`config.mk`:
```
export PLATFORM = sky130hd
export DESIGN_NAME = vga_sync_monitor
export DESIGN_NICKNAME = d
export VERILOG_FILES = /design/src/rtl/vga_sync_monitor.sv
export SDC_FILE = /design/constraint.sdc
export NUM_CORES = 1
export LEC_CHECK = 0
export ABC_AREA = 1
export CAP_MARGIN = 10
export CORE_MARGIN = 2
export CORE_UTILIZATION = 55
export CTS_CLUSTER_SIZE = 16
export DETAILED_ROUTE_END_ITERATION = 10
export HOLD_SLACK_MARGIN = 0.02
export PLACE_DENSITY = 0.92
export SLEW_MARGIN = 40
export SYNTH_ARGS = -nofsm -noshare
export SYNTH_HDL_FRONTEND = slang
export SYNTH_SLANG_ARGS = --single-unit
```
`constraint.sdc`:
```
create_clock -name video_clk -period 3.4 [get_ports video_clk]
set_input_delay 0.51 -clock video_clk [delete_from_list [all_inputs] [get_ports video_clk]]
set_output_delay 0.51 -clock video_clk [all_outputs]
set_load 0.05 [all_outputs]
```
`src/rtl/vga_sync_monitor.sv`:
```
// vga_sync_monitor: receive-side checker for a negative-polarity hsync/vsync
// pair on the pixel clock. Measures line period, hsync width, frame height and
// vsync width, raises locked after LOCK_FRAMES consecutive good frames, and
// strobes timing_err on a bad frame or on entry into sync loss.
module vga_sync_monitor #(
  parameter int H_TOTAL     = 800,
  parameter int H_SYNC      = 96,
  parameter int V_TOTAL     = 525,
  parameter int V_SYNC      = 2,
  parameter int LOCK_FRAMES = 2
) (
  input  logic        video_clk,
  input  logic        reset_n,
  input  logic        hsync_in,
  input  logic        vsync_in,
  output logic [10:0] h_total_meas,
  output logic [10:0] h_sync_meas,
  output logic [10:0] v_total_meas,
  output logic [10:0] v_sync_meas,
  output logic        frame_pulse,
  output logic        locked,
  output logic        timing_err
);

  localparam logic [10:0] CNT_MAX   = 11'h7FF;
  localparam logic [10:0] H_TOTAL_C = 11'(H_TOTAL);
  localparam logic [10:0] H_SYNC_C  = 11'(H_SYNC);
  localparam logic [10:0] V_TOTAL_C = 11'(V_TOTAL);
  localparam logic [10:0] V_SYNC_C  = 11'(V_SYNC);
  localparam logic [2:0]  LOCK_N    = 3'(LOCK_FRAMES);

  // Counters stick at full scale; reaching it is what signals sync loss.
  function automatic logic [10:0] sat_inc(input logic [10:0] v);
    return (v == CNT_MAX) ? CNT_MAX : v + 11'd1;
  endfunction

  logic        hs_d1_q, hs_d1_d, hs_d2_q, hs_d2_d;
  logic        vs_d1_q, vs_d1_d, vs_d2_q, vs_d2_d;
  logic [10:0] hcnt_q, hcnt_d, vlines_q, vlines_d;
  logic [10:0] h_total_meas_q, h_total_meas_d, h_sync_meas_q, h_sync_meas_d;
  logic [10:0] v_total_meas_q, v_total_meas_d, v_sync_meas_q, v_sync_meas_d;
  logic        frame_pulse_q, frame_pulse_d, locked_q, locked_d;
  logic        timing_err_q, timing_err_d;
  logic [2:0]  good_cnt_q, good_cnt_d;
  logic        frame_seen_q, frame_seen_d, frame_bad_q, frame_bad_d;
  logic        line_armed_q, line_armed_d, lost_q, lost_d;

  logic        hs_fall, hs_rise, vs_fall, vs_rise;
  logic [10:0] hcnt_inc;
  logic        line_bad, h_lost, v_lost, frame_good;

  // Next-state: edge detection, measurement, frame evaluation and sync loss.
  always_comb begin
    hs_d1_d        = hsync_in;
    hs_d2_d        = hs_d1_q;
    vs_d1_d        = vsync_in;
    vs_d2_d        = vs_d1_q;
    hcnt_d         = hcnt_q;
    vlines_d       = vlines_q;
    h_total_meas_d = h_total_meas_q;
    h_sync_meas_d  = h_sync_meas_q;
    v_total_meas_d = v_total_meas_q;
    v_sync_meas_d  = v_sync_meas_q;
    frame_pulse_d  = 1'b0;
    locked_d       = locked_q;
    timing_err_d   = 1'b0;
    good_cnt_d     = good_cnt_q;
    frame_seen_d   = frame_seen_q;
    frame_bad_d    = frame_bad_q;
    line_armed_d   = line_armed_q;

    hs_fall  = hs_d2_q & ~hs_d1_q;
    hs_rise  = ~hs_d2_q & hs_d1_q;
    vs_fall  = vs_d2_q & ~vs_d1_q;
    vs_rise  = ~vs_d2_q & vs_d1_q;
    hcnt_inc = sat_inc(hcnt_q);

    // A line is judged at the fall that ends it; the first fall after reset
    // or sync loss ends no measured line and is skipped.
    line_bad = hs_fall & line_armed_q &
               ((hcnt_inc != H_TOTAL_C) | (h_sync_meas_q != H_SYNC_C));

    frame_good = ~frame_bad_q & (vlines_q == V_TOTAL_C) & (v_sync_meas_q == V_SYNC_C);

    if (hs_fall) begin
      h_total_meas_d = hcnt_inc;
      hcnt_d         = 11'd0;
      vlines_d       = sat_inc(vlines_q);
      line_armed_d   = 1'b1;
      if (line_bad) frame_bad_d = 1'b1;
    end else begin
      hcnt_d = hcnt_inc;
    end

    if (hs_rise) h_sync_meas_d = hcnt_inc;

    // vlines restarts at every vsync fall, so its value at the rise is the
    // number of hsync falls seen while vsync was low.
    if (vs_rise) v_sync_meas_d = vlines_q;

    if (vs_fall) begin
      frame_pulse_d  = 1'b1;
      // A coincident hsync fall opens the new frame: it is counted there
      // (vlines restarts at 1) and its line verdict goes to the new frame.
      v_total_meas_d = vlines_q;
      vlines_d       = hs_fall ? 11'd1 : 11'd0;
      frame_bad_d    = line_bad;
      if (!frame_seen_q) begin
        frame_seen_d = 1'b1;
      end else if (frame_good) begin
        if (good_cnt_q != LOCK_N) good_cnt_d = good_cnt_q + 3'd1;
        if (good_cnt_d == LOCK_N) locked_d = 1'b1;
      end else begin
        good_cnt_d   = 3'd0;
        locked_d     = 1'b0;
        timing_err_d = 1'b1;
      end
    end

    // Saturation that the current cycle's edge is not about to clear.
    h_lost = (hcnt_q == CNT_MAX) & ~hs_fall;
    v_lost = (vlines_q == CNT_MAX) & ~vs_fall;
    lost_d = h_lost | v_lost;
    if (h_lost) h_total_meas_d = CNT_MAX;
    if (v_lost) v_total_meas_d = CNT_MAX;
    if (lost_d) begin
      locked_d     = 1'b0;
      good_cnt_d   = 3'd0;
      frame_seen_d = 1'b0;
      line_armed_d = 1'b0;
      if (!lost_q) timing_err_d = 1'b1;
    end
  end

  // State register; sync history resets to the idle (high) level.
  always_ff @(posedge video_clk or negedge reset_n) begin
    if (!reset_n) begin
      hs_d1_q        <= 1'b1;
      hs_d2_q        <= 1'b1;
      vs_d1_q        <= 1'b1;
      vs_d2_q        <= 1'b1;
      hcnt_q         <= 11'd0;
      vlines_q       <= 11'd0;
      h_total_meas_q <= 11'd0;
      h_sync_meas_q  <= 11'd0;
      v_total_meas_q <= 11'd0;
      v_sync_meas_q  <= 11'd0;
      frame_pulse_q  <= 1'b0;
      locked_q       <= 1'b0;
      timing_err_q   <= 1'b0;
      good_cnt_q     <= 3'd0;
      frame_seen_q   <= 1'b0;
      frame_bad_q    <= 1'b0;
      line_armed_q   <= 1'b0;
      lost_q         <= 1'b0;
    end else begin
      hs_d1_q        <= hs_d1_d;
      hs_d2_q        <= hs_d2_d;
      vs_d1_q        <= vs_d1_d;
      vs_d2_q        <= vs_d2_d;
      hcnt_q         <= hcnt_d;
      vlines_q       <= vlines_d;
      h_total_meas_q <= h_total_meas_d;
      h_sync_meas_q  <= h_sync_meas_d;
      v_total_meas_q <= v_total_meas_d;
      v_sync_meas_q  <= v_sync_meas_d;
      frame_pulse_q  <= frame_pulse_d;
      locked_q       <= locked_d;
      timing_err_q   <= timing_err_d;
      good_cnt_q     <= good_cnt_d;
      frame_seen_q   <= frame_seen_d;
      frame_bad_q    <= frame_bad_d;
      line_armed_q   <= line_armed_d;
      lost_q         <= lost_d;
    end
  end

  assign h_total_meas = h_total_meas_q;
  assign h_sync_meas  = h_sync_meas_q;
  assign v_total_meas = v_total_meas_q;
  assign v_sync_meas  = v_sync_meas_q;
  assign frame_pulse  = frame_pulse_q;
  assign locked       = locked_q;
  assign timing_err   = timing_err_q;

endmodule
```
==> out/results.ini <==
[sta]
fin_crit_ns = 2.087
setup_ws_ns = 1.313
worstMarginPinSlew_ns = 0.6837
maxSlewViolCount = 0
rsz0062_at_grt = false
fin_crit_sh = 0.6139
setup_viol = 0
finalClockSkew_ns = 0.006868
slew-limit-headroom = 0.5442
fmax_ghz = 0.4791
tns_ns = 0
final_hold_viol_count = 0

[placed_design]
gp_congestion = 0.9015
numPortBuffers = 50
dp_slack_ns = 1.531
place_area_sq_mm = 0.004188
dp_hpwl_um = 5822

[logic_synthesis]
synthTopCellsByArea = dfrtp_1 52%, nand2_1 9.1%, nor2_1 5.7%
ys_ff_latch = 80
yosys_most_used_dff = dfrtp_1
synthArstFlopShare = 1.000
syn_inst = 408
yosysUniqueCellTypes = 32
synth_top_cell_by_area = dfrtp_1
synth_top_area_frac = 0.5247
yosysWarnings = 0
yosysMostFrequentCell = nand2_1
avgSynthCellArea_sq_um = 8.884
syn_area_sq_mm = 0.003625
synth_commonest_cells = 88 x nand2_1, 76 x dfrtp_1, 55 x nor2_1, 32 x inv_1, 31 x o21ai_0
synth_fp_nets = 417
synth_seq_area_share = 0.5537
synth_edf_count = 0

[floorplan]
die_y_um = 85.18
rows = 29
core_sq_mm = 0.006350
die-area_sq_mm = 0.007256
initial_core_util = 0.5708
die_width_um = 85.18
ios = 51

[flow_run]
cap_violations = 0

[worst_setup_path]
worstPathArrival_ns = 1.58
cp.buffers_inverters = 1
setup.worst_path.start_class = flip-flop
cp_slowest_cell = clkdlybuf4s50_1
crit_type = reg -> out
worstPathCellList = clkdlybuf4s50_1
worstPathRequired_ns = 2.89
worst-path-max-fanout = 3
crit_start = h_sync_meas[3]
max_stage_delay_ns = 0.82
cp-end-kind = output pin
reg2reg_from = vs_d2_q
crit_family = buffers and inverters

[global_routing]
grt_pass1_vias = 2970
grt_max_degree = 81
grt_usage = 0.2494
gr-total-overflow = 0
antenna_found_initial = 0
grt_pass1_wl_um = 14230

[power_and_ir_drop]
power.leakage_uw = 0.002011
p_per_area_mw_per_mm2 = 542.9
finalPower_uw = 2381
max-vdd-ir-drop_mv = 0.5973

[cts]
root_buffer = clkbuf_8
cts-hold-fix-buffers = 0
clk_latency_ns = 0.36
cts_tree = yes
cts_setup_buffers = 0
clock_path_buffers = 2
clkTransAtPathRegs_ns = 0.08
htreeDepth = 3
numCtsBuffers = 9
cts-resized-gates = 0
cts.sinks = 80

[detailed_routing]
wl_um = 8219
initialDrtViolationCount = 227
vias = 3005
drtPass1Iterations = 5
drcViolationCount = 0
postRouteAntennaNets = 0
viasPerCell = 5.524
detail_route.wl_per_cell_um = 15.11

[final_layout]
syn2layout_area_growth_pct = 20.99
postLayoutCellArea_sq_mm = 0.004385
final_nets = 471
fillCellCount = 455
multiInputGateArea_sq_mm = 0.001403
drive_gt1_frac = 0.1285
num_antenna_cells = 0
regArea_sq_mm = 0.002007

[run_status]
status = finished clean

[hold_path]
hold_path_class = in -> async

-- cell usage in the layout, fill, tap and decap left out, drive strengths merged --
cell and n:
nand2 96, dfrtp 76, nor2 62, clkdlybuf4s50 49, inv 44, o21ai 40, a21oi 19, nand3 18
clkbuf 10, a31oi 9, xor2 6, nor3 6, ha 5, nand3b 5, dfstp 4, nand4 3
clkinvlp 3, buf 3, xnor2 2, o22ai 2, clkinv 2, o21bai 1, o32ai 1, bufinv 1
-- kinds of logic (layout without fill, tap and decap cells) --
logic type      after synthesis  in the layout  synth area share
buf+inv                      53            112           0.05937
flops                        80             80            0.5537
fa+ha+maj                     5              5           0.01726
simple gates                190            190            0.2382
xor+xnor                      8              8           0.01933
compound gates               72             72            0.1122
-- metal layers --
layer / global-route usage / vias up / part of all wire
li1: - / 1421 / -
met1: 0.3318 / 1446 / 0.42
met2: 0.4048 / 119 / 0.50
met3: 0.05156 / 19 / 0.061
met4: 0.09668 / 0 / 0.021
met5: 0 / - / 0
-- layout make-up --
class | instances | area share
clock buffers | 10 | 0.02910
clock inverters | 6 | 0.01598
inverters | 44 | 0.03766
multi-input cells | 275 | 0.3198
flip-flops and latches | 80 | 0.4576
well taps | 77 | 0.02197
repair buffers | 52 | 0.1178
-- worst paths after layout --
path                       cells past startpoint  slack (ns)               to
max                                            1        1.31   h_sync_meas[3]
min                                            1        0.17   h_sync_meas[0]
max reg2reg                                    9        1.46           locked
min in group video_clk                         0        0.38          hs_d2_q
max in group asynchronous                      1        2.77  v_total_meas[6]
min reg2reg                                    0        0.38          hs_d2_q
-- stage by stage --
| step | hold slack (ns) | std cells | util |
|---|---|---|---|
| 6_report | 0.1748 | 544 | 0.6906 |
| 3_3_place_gp | 0.3661 | 528 | 0.6589 |
| 3_5_place_dp | 0.3703 | 528 | 0.6595 |
| 4_1_cts | 0.1957 | 544 | 0.6906 |
| 2_1_floorplan | 0.2144 | 408 | - |
| 5_1_grt | 0.2280 | 544 | 0.6906 |
-- sequential cells by signal (all words and copies together) (netlist names), 3 cells and up --
signal / flops
hcnt_q: 11
v_total_meas: 11
good_cnt_q: 3
h_sync_meas: 11
h_total_meas: 11
v_sync_meas: 11
vlines_q: 11
-- report_power, final --
| part | total (uW) | internal [uW] | leakage [uW] | switching (uW) |
|---|---|---|---|---|
| logic | 573 | 176 | 0.000889 | 397 |
| registers | 1110 | 1040 | 0.00103 | 69.3 |
| clock network | 699 | 341 | 0.0000887 | 357 |
Power figures use the tool's default switching activity.
==> patch 1 (same flow settings) <==
Remove the register `frame_pulse_q`: a continuous assignment takes its place, so the output `frame_pulse` follows one clock earlier.
--- a/src/rtl/vga_sync_monitor.sv
+++ b/src/rtl/vga_sync_monitor.sv
@@ -145,7 +145,6 @@
       h_sync_meas_q  <= 11'd0;
       v_total_meas_q <= 11'd0;
       v_sync_meas_q  <= 11'd0;
-      frame_pulse_q  <= 1'b0;
       locked_q       <= 1'b0;
       timing_err_q   <= 1'b0;
       good_cnt_q     <= 3'd0;
@@ -164,7 +163,6 @@
       h_sync_meas_q  <= h_sync_meas_d;
       v_total_meas_q <= v_total_meas_d;
       v_sync_meas_q  <= v_sync_meas_d;
-      frame_pulse_q  <= frame_pulse_d;
       locked_q       <= locked_d;
       timing_err_q   <= timing_err_d;
       good_cnt_q     <= good_cnt_d;
@@ -175,6 +173,8 @@
     end
   end
 
+  assign frame_pulse_q = frame_pulse_d;
+
   assign h_total_meas = h_total_meas_q;
   assign h_sync_meas  = h_sync_meas_q;
   assign v_total_meas = v_total_meas_q;
Formal check against the unedited RTL: not equivalent (a bounded check fails within 4 cycles, from zero or initial values and one cycle with reset_n low).
==> patch 1 against the original RTL <==
Worst hold slack lost 7.5 ps; clock power fell by 6.2%; sequential cell count down 1; routed wire length shrank 3.9%; die area is 0.66% lower; synthesized area fell by 0.69%; power is 2.5% lower; worst setup slack worse by 470 ps; cell area decreased by 1.0%.
==> patch 1: results (changes against the original RTL) <==
setup_path:
  path_max_fanout: 13  # was 3
  cp_slowest_cell: "clkdlybuf4s50_1"  # unchanged
  cp.arrival_ps: 2040  # was 1580 ps
  critPathMaxStageDelay_ps: 840  # was 820 ps
pwr:
  vdd_drop_max_mv: 0.474  # was 0.597 mV
  p_leak_uw: 0.00200  # was 0.00201 uW
  p_sw_share_pct: 33.8  # was 34.6%
yosys:
  yosys_warnings: 0  # unchanged
  ys_types: 32  # unchanged
  ys.flop_type: "dfrtp_1"  # unchanged
  syn_nets: 416  # was 417
  yosys-top-cells-area: "dfrtp_1 52%, nand2_1 9.2%, nor2_1 5.7%, o21ai_0 4.3%, inv_1 3.3%"  # was dfrtp_1 52%, nand2_1 9.1%, nor2_1 5.7%, o21ai_0 4.3%, inv_1 3.3%
  synthMuxAreaShare_pct: 0  # unchanged
  synthXorXnorAreaFrac_pct: 1.95  # was 1.93%
  yosys.area_share.adder_pct: 1.74  # was 1.73%
  async_flop_share_pct: 100  # unchanged
  synth_common_cells: "88 x nand2_1, 75 x dfrtp_1, 55 x nor2_1"  # was 88 x nand2_1, 76 x dfrtp_1, 55 x nor2_1
  ys_seq_area_share_pct: 55.1  # was 55.4%
  synth_compound_area_share_pct: 11.3  # was 11.2%
sta:
  slew_headroom_pct: 54.6  # was 54.4%
  fin_skew_ps: 8.07  # was 6.87 ps
run_status:
  status: "finished clean"  # unchanged
layout:
  diodes: 0  # unchanged
  drive_above_1_share_pct: 12.5  # was 12.8%
  nets: 470  # was 471
clocking:
  cts_made_buffers: 9  # unchanged
  clockBufferDepth: 2  # unchanged
  cts-root-buf: "clkbuf_8"  # unchanged
  cts.clk_slew.worst_paths_ps: 70
  cts_resized: 0  # unchanged
  cts_setup_buffers: 0  # unchanged
  htreeDepth: 3  # unchanged
  clk_latency_ps: 350
detailed_routing:
  drtIter0Drc: 191  # was 227
  first_pass_iters: 5  # unchanged
  routedWlPerCell_microns: 14.6  # was 15.1 microns
  vias_per_cell: 5.45  # was 5.52
  drc: 0  # unchanged
placement:
  port_buffers: 50  # unchanged
  postPlaceCellArea_sq_um: 4160  # was 4190 sq um
  gp_congestion: 0.829  # was 0.902
  dpl.hpwl_microns: 5560  # was 5820 microns
  dpl_worst_slack_ps: 1230  # was 1530 ps
hold_path:
  hp-class: "primary input to asynchronous set/reset pin"  # unchanged
global_routing:
  grt_util_all_layers_pct: 23.0  # was 24.9%
  antenna_found_initial: 0  # unchanged
  grt_max_degree: 80  # was 81
  grt_pass1_vias: 2847  # was 2,970
  grt_first_pass_wirelength_microns: 13200  # was 14,200 microns
==> patch 1: routing by layer <==
metal	vias up	share of wire [%]	global-route usage (%)
li1	1418	-	-
met2	89	50	37.6
met3	13	4.7	4.67
met5	-	0	0
met1	1433	43	30.4
met4	0	2.0	9.38
==> patch 1: path summary, 6_finish.rpt <==
check | from | to | slack (ps) | cells past startpoint
max in group asynchronous | reset_n | h_sync_meas[10]$_DFFE_PN0P_ | 2760 | 1
min in group video_clk | hs_d1_q$_DFF_PN1_ | hs_d2_q$_DFF_PN1_ | 380 | 0
min | reset_n | h_total_meas[1]$_DFFE_PN0P_ | 170 | 1
max reg2reg | hcnt_q[0]$_DFF_PN0_ | h_total_meas[8]$_DFFE_PN0P_ | 1490 | 8
max | vs_d2_q$_DFF_PN1_ | frame_pulse | 850 | 4
min reg2reg | hs_d1_q$_DFF_PN1_ | hs_d2_q$_DFF_PN1_ | 380 | 0
==> patch 1: cell type report <==
class	instances	area (sq um)
Fill cell	498	2010
Tap cell	77	96.3
Inverter	44	165
Timing Repair Buffer	52	517
Multi-Input combinational cell	275	1400
Clock inverter	4	47.5
Sequential cell	79	1980
Clock buffer	11	131
==> patch 1: kinds of logic after synthesis <==
| group | Yosys count |
|---|---|
| AOI/OAI and AO/OA | 72 |
| xor gates and xnor gates | 8 |
| adders and majority gates | 5 |
| buffers and inverters | 53 |
| DFF | 79 |
| and+or+nand+nor | 190 |
==> patch 1: critical path, delay by kind of cell, from the launching register on <==
family	cells	cell delay, ps
buffers and inverters	3	1090
DFF	1	530
and+or+nand+nor	1	60
==> patch 1: power groups by stage <==
stage / sequential, uW / combinational [uW] / clock (uW)
floorplan: 1320 / 165 / 0
global placement: 1110 / 557 / 0
detailed placement: 1110 / 570 / 0
CTS: 1100 / 572 / 666
global route: 1100 / 605 / 708
finish: 1100 / 568 / 656
==> patch 1: through the flow <==
step	hold slack [ps]	util, %	total power [uW]	cells
after global placement	365	65.5	1670	527
after detailed placement	367	65.6	1680	527
after CTS	201	68.4	2330	542
after floorplan	214	-	1480	407
final	167	68.4	2320	542
after global routing	223	68.4	2420	542
==> patch 2 (config.mk and constraints unchanged) <==
Made on the original files. The parameter `V_TOTAL` goes from 525 to 512.
--- a/src/rtl/vga_sync_monitor.sv
+++ b/src/rtl/vga_sync_monitor.sv
@@ -5,7 +5,7 @@
 module vga_sync_monitor #(
   parameter int H_TOTAL     = 800,
   parameter int H_SYNC      = 96,
-  parameter int V_TOTAL     = 525,
+  parameter int V_TOTAL     = 512,
   parameter int V_SYNC      = 2,
   parameter int LOCK_FRAMES = 2
 ) (
Behaviour: no difference found for any inputs over 10 cycles, from zero or initial values and one cycle with reset_n low; that may be too few to reach the edited logic, so the function may still have changed.
==> patch 2 against the original RTL <==
Sequential power hardly changed; power up 7.7%; cell area rose by 1.7%; sequential cell count unchanged; count of clock-buffer cells in the layout is 2 higher; routed wire length rose by 1.3%; worst setup slack got worse by 23 ps; synthesized area up 0.76%; critical path type unchanged; largest cell class unchanged.
==> patch 2: results (changes against the original RTL) <==
clocking:
  clockBufferDepth: 2  # unchanged
  clk_latency_ps: 360  # about the same
  cts_setup_buffers: 0  # unchanged
  cts-root-buf: "clkbuf_8"  # unchanged
  cts_made_buffers: 9  # unchanged
placement:
  dpl.hpwl_microns: 5740  # was 5820 microns
  gp_congestion: 0.917  # was 0.902
  dpl_worst_slack_ps: 1540  # was 1530 ps
setup_path:
  cp_slowest_cell: "clkdlybuf4s50_1"  # unchanged
  cp.arrival_ps: 1600  # was 1580 ps
  crit_family: "buffers and inverters"  # unchanged
layout:
  drive_above_1_share_pct: 9.94  # was 12.8%
  num-fill-cells: 456  # was 455
  nets: 477  # was 471
yosys:
  yosys-top-cells-area: "dfrtp_1 52%, nand2_1 8.9%, nor2_1 6.3%, o21ai_0 5.8%, inv_1 3.7%"  # was dfrtp_1 52%, nand2_1 9.1%, nor2_1 5.7%, o21ai_0 4.3%, inv_1 3.3%
  syn_nets: 424  # was 417
  ys_types: 32  # unchanged
  ys_seq_area_share_pct: 55.0  # was 55.4%
  synth_common_cells: "87 x nand2_1, 76 x dfrtp_1, 61 x nor2_1"  # was 88 x nand2_1, 76 x dfrtp_1, 55 x nor2_1
  ys.flop_type: "dfrtp_1"  # unchanged
  yosys_warnings: 0  # unchanged
sta:
  slew_headroom_pct: 52.4  # was 54.4%
  fin_skew_ps: 10.2  # was 6.87 ps
pwr:
  p_leak_uw: 0.00206  # was 0.00201 uW
  vdd_drop_max_mv: 0.475  # was 0.597 mV
global_routing:
  antenna_found_initial: 0  # unchanged
  grt_first_pass_wirelength_microns: 14000  # was 14,200 microns
  grt_overflow: 0  # unchanged
  grt_pass1_vias: 2905  # was 2,970
  grt_util_all_layers_pct: 24.5  # was 24.9%
  grt_max_degree: 81  # unchanged
detailed_routing:
  drtIter0Drc: 311  # was 227
  vias: 3092  # was 3,005
  drt_wl_total_microns: 8330  # was 8220 microns
  wl_met1_microns: 3480  # was 3470 microns
  route.met2.wl_microns: 3990  # was 4080 microns
  first_pass_iters: 7  # was 5
  wl_met3_microns: 637  # was 501 microns
  dr.max_layer_used: "met4"  # unchanged
run_status:
  status: "finished clean"  # unchanged
## patch 2: final timing paths
| kind | slack, ps | from | endpoint |
|---|---|---|---|
| setup / recovery | 1290 | v_sync_meas[1]$_DFFE_PN0P_ | v_sync_meas[1] |
| hold / removal | 150 | reset_n | h_total_meas[2]$_DFFE_PN0P_ |
| setup reg to reg | 1520 | vs_d2_q$_DFF_PN1_ | locked$_DFFE_PN0P_ |
| hold reg to reg | 380 | hs_d1_q$_DFF_PN1_ | hs_d2_q$_DFF_PN1_ |
| max in group asynchronous | 2730 | reset_n | v_total_meas[10]$_DFFE_PN0P_ |
| min in group video_clk | 380 | hs_d1_q$_DFF_PN1_ | hs_d2_q$_DFF_PN1_ |
## patch 2: cell type report
class,instances,area [sq um],area share (%)
multi-input cells,283,1430,32.0
flip-flops and latches,80,2010,45.0
repair buffers,51,509,11.4
well taps,77,96.3,2.16
clock buffers,12,155,3.48
clock inverters,4,98.8,2.22
inverters,43,166,3.73
## patch 2: routing by layer
metal | global-route usage [%] | vias up
li1 | - | 1454
met2 | 37.1 | 133
met5 | 0 | -
met4 | 11.3 | 0
met3 | 6.16 | 29
met1 | 33.7 | 1476
## patch 2: metrics by stage
stage,cells,hold slack [ps],util [%],instance area (sq um),power [uW]
final,550,145,69.9,4460,2560
after global routing,550,216,69.9,4460,2660
after CTS,550,199,69.9,4460,2570
after detailed placement,534,369,65.9,4210,1690
after global placement,534,367,65.8,4200,1680
after floorplan,415,214,-,3650,1490
## patch 2: kinds of logic (layout without fill, tap and decap cells)
family	after synthesis	count (layout)	share of synthesized area (%)
compound gates	77	77	11.3
xor+xnor	6	6	1.44
fa+ha+maj	5	5	1.71
buf+inv	52	110	5.93
flops	80	80	55.0
simple gates	195	195	24.7
## patch 2: where the power goes
part	internal, uW	switching (uW)	leakage (uW)	total (uW)
sequential	1040	69.5	0.00103	1110
clock	531	352	0.000127	883
combinational	174	398	0.000901	571
